<file path="src/rtl/cpu_bus_responder_pkg.sv">
// Shared constants for the Taito F2 CPU bus: decoded region indices and the
// bus responder state encoding.
package system_consts;

  localparam int REGION_IDX_W = 4;

  localparam int ROM       = 0;
  localparam int WORK      = 1;
  localparam int SCREEN    = 2;
  localparam int OBJECT    = 3;
  localparam int COLOR     = 4;
  localparam int IO0       = 5;
  localparam int IO1       = 6;
  localparam int SOUND     = 7;
  localparam int EXTENSION = 8;
  localparam int PRIORITY  = 9;
  localparam int CCHIP     = 10;
  localparam int PIVOT     = 11;

  typedef enum logic [1:0] {
    BR_IDLE = 2'd0,
    BR_PEND = 2'd1,
    BR_WAIT = 2'd2,
    BR_ACK  = 2'd3
  } bus_resp_state_t;

endpackage

</file>
<file path="src/rtl/cpu_bus_responder_prio_enc.sv">
// Combinational priority encoder over active-low region selects; index 0 wins,
// flags "none active" and "more than one active".
module region_priority_enc
  import system_consts::*;
#(
  parameter int N = 16
) (
  input  logic [N-1:0]            region_n,
  output logic [REGION_IDX_W-1:0] index,
  output logic                    none,
  output logic                    multi
);

  logic [N-1:0] sel;

  always_comb begin
    sel   = ~region_n;
    index = '0;
    for (int i = N - 1; i >= 0; i--) begin
      if (sel[i]) index = REGION_IDX_W'(i);
    end
    none  = ~|sel;
    // Clearing the lowest set bit leaves something only if two or more were set.
    multi = |(sel & (sel - N'(1)));
  end

endmodule

</file>
<file path="src/rtl/cpu_bus_responder.sv">
// Terminates every 68000 bus cycle with DTACKn after a per-region wait or an
// arbiter ready, or with BERRn on timeout; acknowledges hold until AS# negates.
module cpu_bus_responder
  import system_consts::*;
#(
  parameter int REGION_COUNT   = 16,
  parameter int UNMAPPED_WAIT  = 2,
  parameter int TIMEOUT_CYCLES = 255
) (
  input  logic                      clk,
  input  logic                      reset,
  input  logic                      cpu_as_n,
  input  logic [1:0]                cpu_ds_n,
  input  logic [REGION_COUNT-1:0]   region_n,
  input  logic [REGION_COUNT-1:0]   region_ext,
  input  logic [4*REGION_COUNT-1:0] region_wait,
  input  logic                      ext_ready,
  output logic                      ext_req,
  output logic [3:0]                ext_region,
  output logic                      cpu_dtack_n,
  output logic                      cpu_berr_n,
  output logic                      busy,
  output logic                      overlap_err,
  output logic [7:0]                timeout_count
);

  localparam int CNT_W = ($clog2(TIMEOUT_CYCLES + 1) > 4) ? $clog2(TIMEOUT_CYCLES + 1) : 4;

  bus_resp_state_t   state_q;
  logic              pending_q, ext_q, ext_req_q, dtack_n_q, berr_n_q, busy_q, overlap_q;
  logic [3:0]        idx_q, ext_region_q;
  logic [CNT_W-1:0]  cnt_q;
  logic [7:0]        tcount_q, tcount_d;

  logic [3:0] enc_idx, sel_wait;
  logic       enc_none, enc_multi, start, sel_ext, timeout_hit;

  region_priority_enc #(.N(REGION_COUNT)) u_enc (
    .region_n (region_n),
    .index    (enc_idx),
    .none     (enc_none),
    .multi    (enc_multi)
  );

  assign start       = ~cpu_as_n & ~(&cpu_ds_n);
  assign sel_ext     = ~enc_none & region_ext[enc_idx];
  assign sel_wait    = region_wait[int'(enc_idx)*4 +: 4];
  assign timeout_hit = (cnt_q == CNT_W'(TIMEOUT_CYCLES - 1));
  assign tcount_d    = (tcount_q == 8'hFF) ? tcount_q : tcount_q + 8'd1;

  always_ff @(posedge clk or posedge reset) begin
    if (reset) begin
      state_q      <= BR_IDLE;
      pending_q    <= 1'b0;
      ext_q        <= 1'b0;
      ext_req_q    <= 1'b0;
      ext_region_q <= '0;
      idx_q        <= '0;
      cnt_q        <= '0;
      dtack_n_q    <= 1'b1;
      berr_n_q     <= 1'b1;
      busy_q       <= 1'b0;
      overlap_q    <= 1'b0;
      tcount_q     <= '0;
    end else begin
      ext_req_q <= 1'b0;
      case (state_q)
        BR_IDLE: begin
          if (ext_ready) pending_q <= 1'b0;
          if (start) begin
            idx_q  <= enc_idx;
            ext_q  <= sel_ext;
            busy_q <= 1'b1;
            if (enc_multi) overlap_q <= 1'b1;
            if (!sel_ext) begin
              cnt_q   <= enc_none ? CNT_W'(UNMAPPED_WAIT) : CNT_W'(sel_wait);
              state_q <= BR_WAIT;
            end else begin
              cnt_q <= '0;
              // A ready on this same edge retires the stale request first.
              if (pending_q && !ext_ready) begin
                state_q <= BR_PEND;
              end else begin
                ext_req_q    <= 1'b1;
                ext_region_q <= enc_idx;
                pending_q    <= 1'b1;
                state_q      <= BR_WAIT;
              end
            end
          end
        end
        BR_PEND: begin
          cnt_q <= cnt_q + CNT_W'(1);
          if (ext_ready) pending_q <= 1'b0;
          if (cpu_as_n) begin
            state_q <= BR_IDLE;
            busy_q  <= 1'b0;
          end else if (timeout_hit) begin
            berr_n_q <= 1'b0;
            tcount_q <= tcount_d;
            state_q  <= BR_ACK;
          end else if (!pending_q) begin
            ext_req_q    <= 1'b1;
            ext_region_q <= idx_q;
            pending_q    <= 1'b1;
            state_q      <= BR_WAIT;
          end
        end
        BR_WAIT: begin
          if (cpu_as_n) begin
            if (ext_q && ext_ready) pending_q <= 1'b0;
            state_q <= BR_IDLE;
            busy_q  <= 1'b0;
          end else if (!ext_q) begin
            if (cnt_q == '0) begin
              dtack_n_q <= 1'b0;
              state_q   <= BR_ACK;
            end else begin
              cnt_q <= cnt_q - CNT_W'(1);
            end
          end else if (ext_ready) begin
            dtack_n_q <= 1'b0;
            pending_q <= 1'b0;
            state_q   <= BR_ACK;
          end else if (timeout_hit) begin
            berr_n_q <= 1'b0;
            tcount_q <= tcount_d;
            state_q  <= BR_ACK;
          end else begin
            cnt_q <= cnt_q + CNT_W'(1);
          end
        end
        BR_ACK: begin
          // A late ready for a timed-out request would otherwise never be retired.
          if (ext_ready) pending_q <= 1'b0;
          if (cpu_as_n) begin
            dtack_n_q <= 1'b1;
            berr_n_q  <= 1'b1;
            busy_q    <= 1'b0;
            state_q   <= BR_IDLE;
          end
        end
        default: state_q <= BR_IDLE;
      endcase
    end
  end

  assign ext_req       = ext_req_q;
  assign ext_region    = ext_region_q;
  assign cpu_dtack_n   = dtack_n_q;
  assign cpu_berr_n    = berr_n_q;
  assign busy          = busy_q;
  assign overlap_err   = overlap_q;
  assign timeout_count = tcount_q;

endmodule

</file>
<file path="config.mk">
export PLATFORM = sky130hd
export DESIGN_NAME = cpu_bus_responder
export DESIGN_NICKNAME = d
export VERILOG_FILES = /design/src/rtl/cpu_bus_responder_pkg.sv /design/src/rtl/cpu_bus_responder_prio_enc.sv /design/src/rtl/cpu_bus_responder.sv
export SDC_FILE = /design/constraint.sdc
export NUM_CORES = 1
export LEC_CHECK = 0
export ABC_AREA = 1
export CORE_UTILIZATION = 42
export DETAILED_ROUTE_END_ITERATION = 8
export PLACE_DENSITY = 0.77
export SLEW_MARGIN = 20
export SYNTH_ARGS = -nofsm -noshare
export SYNTH_HDL_FRONTEND = slang
export SYNTH_SLANG_ARGS = --single-unit
</file>
<file path="constraint.sdc">
create_clock -name clk -period 2.09 [get_ports clk]
set_input_delay 0.3135 -clock clk [delete_from_list [all_inputs] [get_ports clk]]
set_output_delay 0.3135 -clock clk [all_outputs]
set_load 0.02 [all_outputs]
</file>
==> results summary <==
The DRC marker count from the first detailed-route iteration is approximately 230. In this run the count of I/O pins placed on the die edge is 119. In this run the static leakage power is 2.65 nW. The count of unique library cells instantiated by Yosys came out at 45. The worst setup path is launched from a flip-flop. The clock period minus worst slack is about 2000 ps.

The post-layout net count is just over 800. Sorting the synthesized cells by area gives the leading types as dfrtp_1, nand2_1, nand3_1, inv_1, o21ai_0. The number of antenna violations at the first check in global routing came to 0. The number of synthesized flops with an enable pin came out at 0. The first-pass GRT wire length is between 15 and 20 mm.

The initial utilization of the core area, before any placement, comes to 43.1%. The finished cells cover 0.00565 sq mm. The post-synthesis cell area is ~0.0033 sq mm. The clock network latency to the later pin of the worst-skew pair is about 300 ps. The number of placed instances, taps included, is 787. The count of unresolved DRC violations after routing is 0. For this run, the share of the core covered by cells in the final layout is 73.6%. The per-instance average area after synthesis is 6.35 sq um. For this run, the leading register cell type out of synthesis is dfrtp_1. The number of buffers inserted for hold repair after clock tree synthesis is 0.

The library cell with the highest instance count after synthesis is nand2_1. The half-perimeter wire length after detailed placement is 8.30 mm. The run finished with clean final reports.

The average wire length per cell after detail routing came out at 14.0 microns. Setup violations remaining at the end of the flow were counted as 0. The number of hold-slack violations in the final timing report was 0. The worst setup path is of the reg -> reg kind. The worst path setup slack after routing came out at 97.0 ps. CTS built an H-tree with a depth of 2.

The sequential fraction of the synthesis area is 25.0%. The cell sitting at the root of the clock tree is a clkbuf_8. The area after detailed placement is 0.00502 sq mm.

The number of clock sinks came out at 33. The total via count after detailed routing came out at about 4300. The TritonCTS buffer count is 5. The number of inserted diodes is 0. TritonCTS built the clock tree. During synthesis, Yosys emitted a total of 0 warnings.

The horizontal die dimension is roughly 90 microns. The register clock-pin slew on the reported worst setup and hold paths came out at 80 ps. Setup total negative slack on the finished layout was measured at 0 ps. Across the VDD grid, the largest voltage drop is 0.437 mV. Ranked by instance count, the synthesized netlist is headed by nand2_1, nand3_1, inv_1.

The final weighted congestion in routability-driven placement came out at approximately 0.91. The post-route fraction of the period consumed by the critical path is between 90 and 100%. STA classifies the critical path endpoint as a flip-flop. From bottom edge to top edge, the die measures 90.9 microns. The area enclosed by the die boundary is 0.00825 sq mm. Of all flip-flops after synthesis, the portion carrying an async set or reset was 100%. The clock skew after layout is around 6.2 ps. The number of max-slew violations in the final report is 0. The maximum fanout along the worst path came out at 6. The filler cells instantiated in the layout total 583. The power per standard cell area came out at slightly below 800 mW/mm^2. The reported max-cap violation count is 0. The number of global-route vias before repair came out at 4186. The routed wire length is 11.3 mm. The slew at the pin closest to its max-slew limit came out at 430 ps.

The worst slew margin relative to its limit came out at between 70% and 80%. Counting flops and latches in the post-synthesis netlist gives 33. The layout overhead on the synthesized area is 70.5%.

The global router's overall resource usage came out at between 20% and 30%. Counting cells, the worst reg-to-reg path comes to 10. No sink is reached through more buffers than the 2 on the longest clock path. At the worst endpoint, the arrival time is about 2200 ps. The area of the core is 0.00769 sq mm. The min-delay analysis places its worst path in the category in -> async. The count of input and output buffers came out at 118. The pin count of the biggest net entering global routing came out at 34.

The worst setup slack before clock tree synthesis is -545 ps. The post-route netlist has 26.7% of its cells at a drive strength greater than 1. The number of instances in the synthesized netlist is ~520. The post-route antenna net violation count is 0.

The pre-antenna-repair detailed-routing pass consisted of 6 iterations. The top cell type by area accounts for 23.4% of the synthesized area. The final cell count without fillers is 805. The average vias per placed instance came out at 5.38. The maximum clock rate came out at 502 MHz. The floorplan has 32 rows. The net count after synthesis is 634. Summed over all instances, the cell type with the most area after synthesis is dfrtp_1. Summed over all layers, the global routing overflow is 0.

The required time of the critical path is around 2300 ps.
-- layout make-up --
type / instances / area (sq um) / share of cell area, %
inverter: 73 / 277 / 4.89
clock buffer: 5 / 68.8 / 1.22
clock inverter: 3 / 17.5 / 0.310
sequential: 33 / 831 / 14.7
timing repair buffer: 191 / 1840 / 32.6
tap: 102 / 128 / 2.26
multi-input combinational: 398 / 2490 / 44.1
-- stage by stage --
step | total power, mW | hold slack, ps
finish | 4.35 | 415
floorplan | 2.43 | 441
CTS | 4.02 | 427
global placement | 3.35 | 440
detailed placement | 3.43 | 448
global route | 4.66 | 453
-- per-layer routing --
metal | wire, microns | global-route usage (%) | part of all wire [%]
met3 | 646 | 3.37 | 5.7
met1 | 4580 | 31.1 | 41
met5 | 0 | 0 | 0
met4 | 256 | 9.26 | 2.3
met2 | 5820 | 48.7 | 51
-- critical path: stages, from the launching register on --
cell and delay, ps:
dfrtp_1 420, inv_1 130, ha_1 310, inv_1 120, nor2_1 170, nand2_1 120, o211ai_4 130, nor2_1 70
buf_4 170, a22oi_2 170, nand2_1 70
-- sequential cells by signal (all words and copies together), names as in the netlist --
name,cells
cpu_berr_n,1
timeout_count,8
ext_q,1
busy,1
cnt_q,8
idx_q,4
state_q,2
ext_req,1
ext_region,4
pending_q,1
overlap_err,1
cpu_dtack_n,1
-- report_power, final --
part	switching [mW]	internal [mW]
logic	1.64	1.25
registers	0.138	0.832
clock network	0.260	0.230
-- cell usage in the layout (no fill, tap or decap), types with 6 or more instances in the layout --
cell               n
a21oi_1            8
buf_4             60
buf_6              8
clkdlybuf4s50_1  108
dfrtp_1           29
ha_1              10
inv_1             66
inv_2              6
nand2_1          114
nand2_2           16
nand3_1           54
nand3_2           35
nand3_4            7
nor2_1            32
nor2_2             9
nor3_1             8
o21ai_0           35
o21ai_1            6
-- what timing repair did --
item | 4_1_cts | 5_1_grt
cloned | 3 | 0
setup buffers | 4 | 4
endpoints found under the setup margin | 14 | 25
pin swaps | 31 | 43
gates resized for setup | 49 | 83
-- path summary, 6_finish.rpt --
kind	slack, ps	endpoint	from
min in group clk	470	overlap_err	overlap_err
max reg2reg	100	cnt_q[3]	state_q[0]
min reg2reg	470	overlap_err	overlap_err
min	420	cnt_q[6]	reset
max in group asynchronous	1340	cpu_dtack_n	reset
max	100	cnt_q[3]	state_q[0]
-- cells by family (layout without fill, tap and decap cells) --
| kind of cell | after synthesis | in the layout | share of synthesized area [%] |
|---|---|---|---|
| AND/OR/NAND/NOR | 295 | 296 | 41.5 |
| buffers and inverters | 92 | 272 | 11.9 |
| AO/OA/AOI/OAI | 80 | 80 | 14.5 |
| flip-flops | 33 | 33 | 25.0 |
| adder cells (fa/ha/maj) | 10 | 10 | 3.77 |
| XOR/XNOR | 9 | 9 | 2.38 |
| multiplexers | 3 | 3 | 1.02 |
No activity file was read; power rests on OpenSTA's default activity.
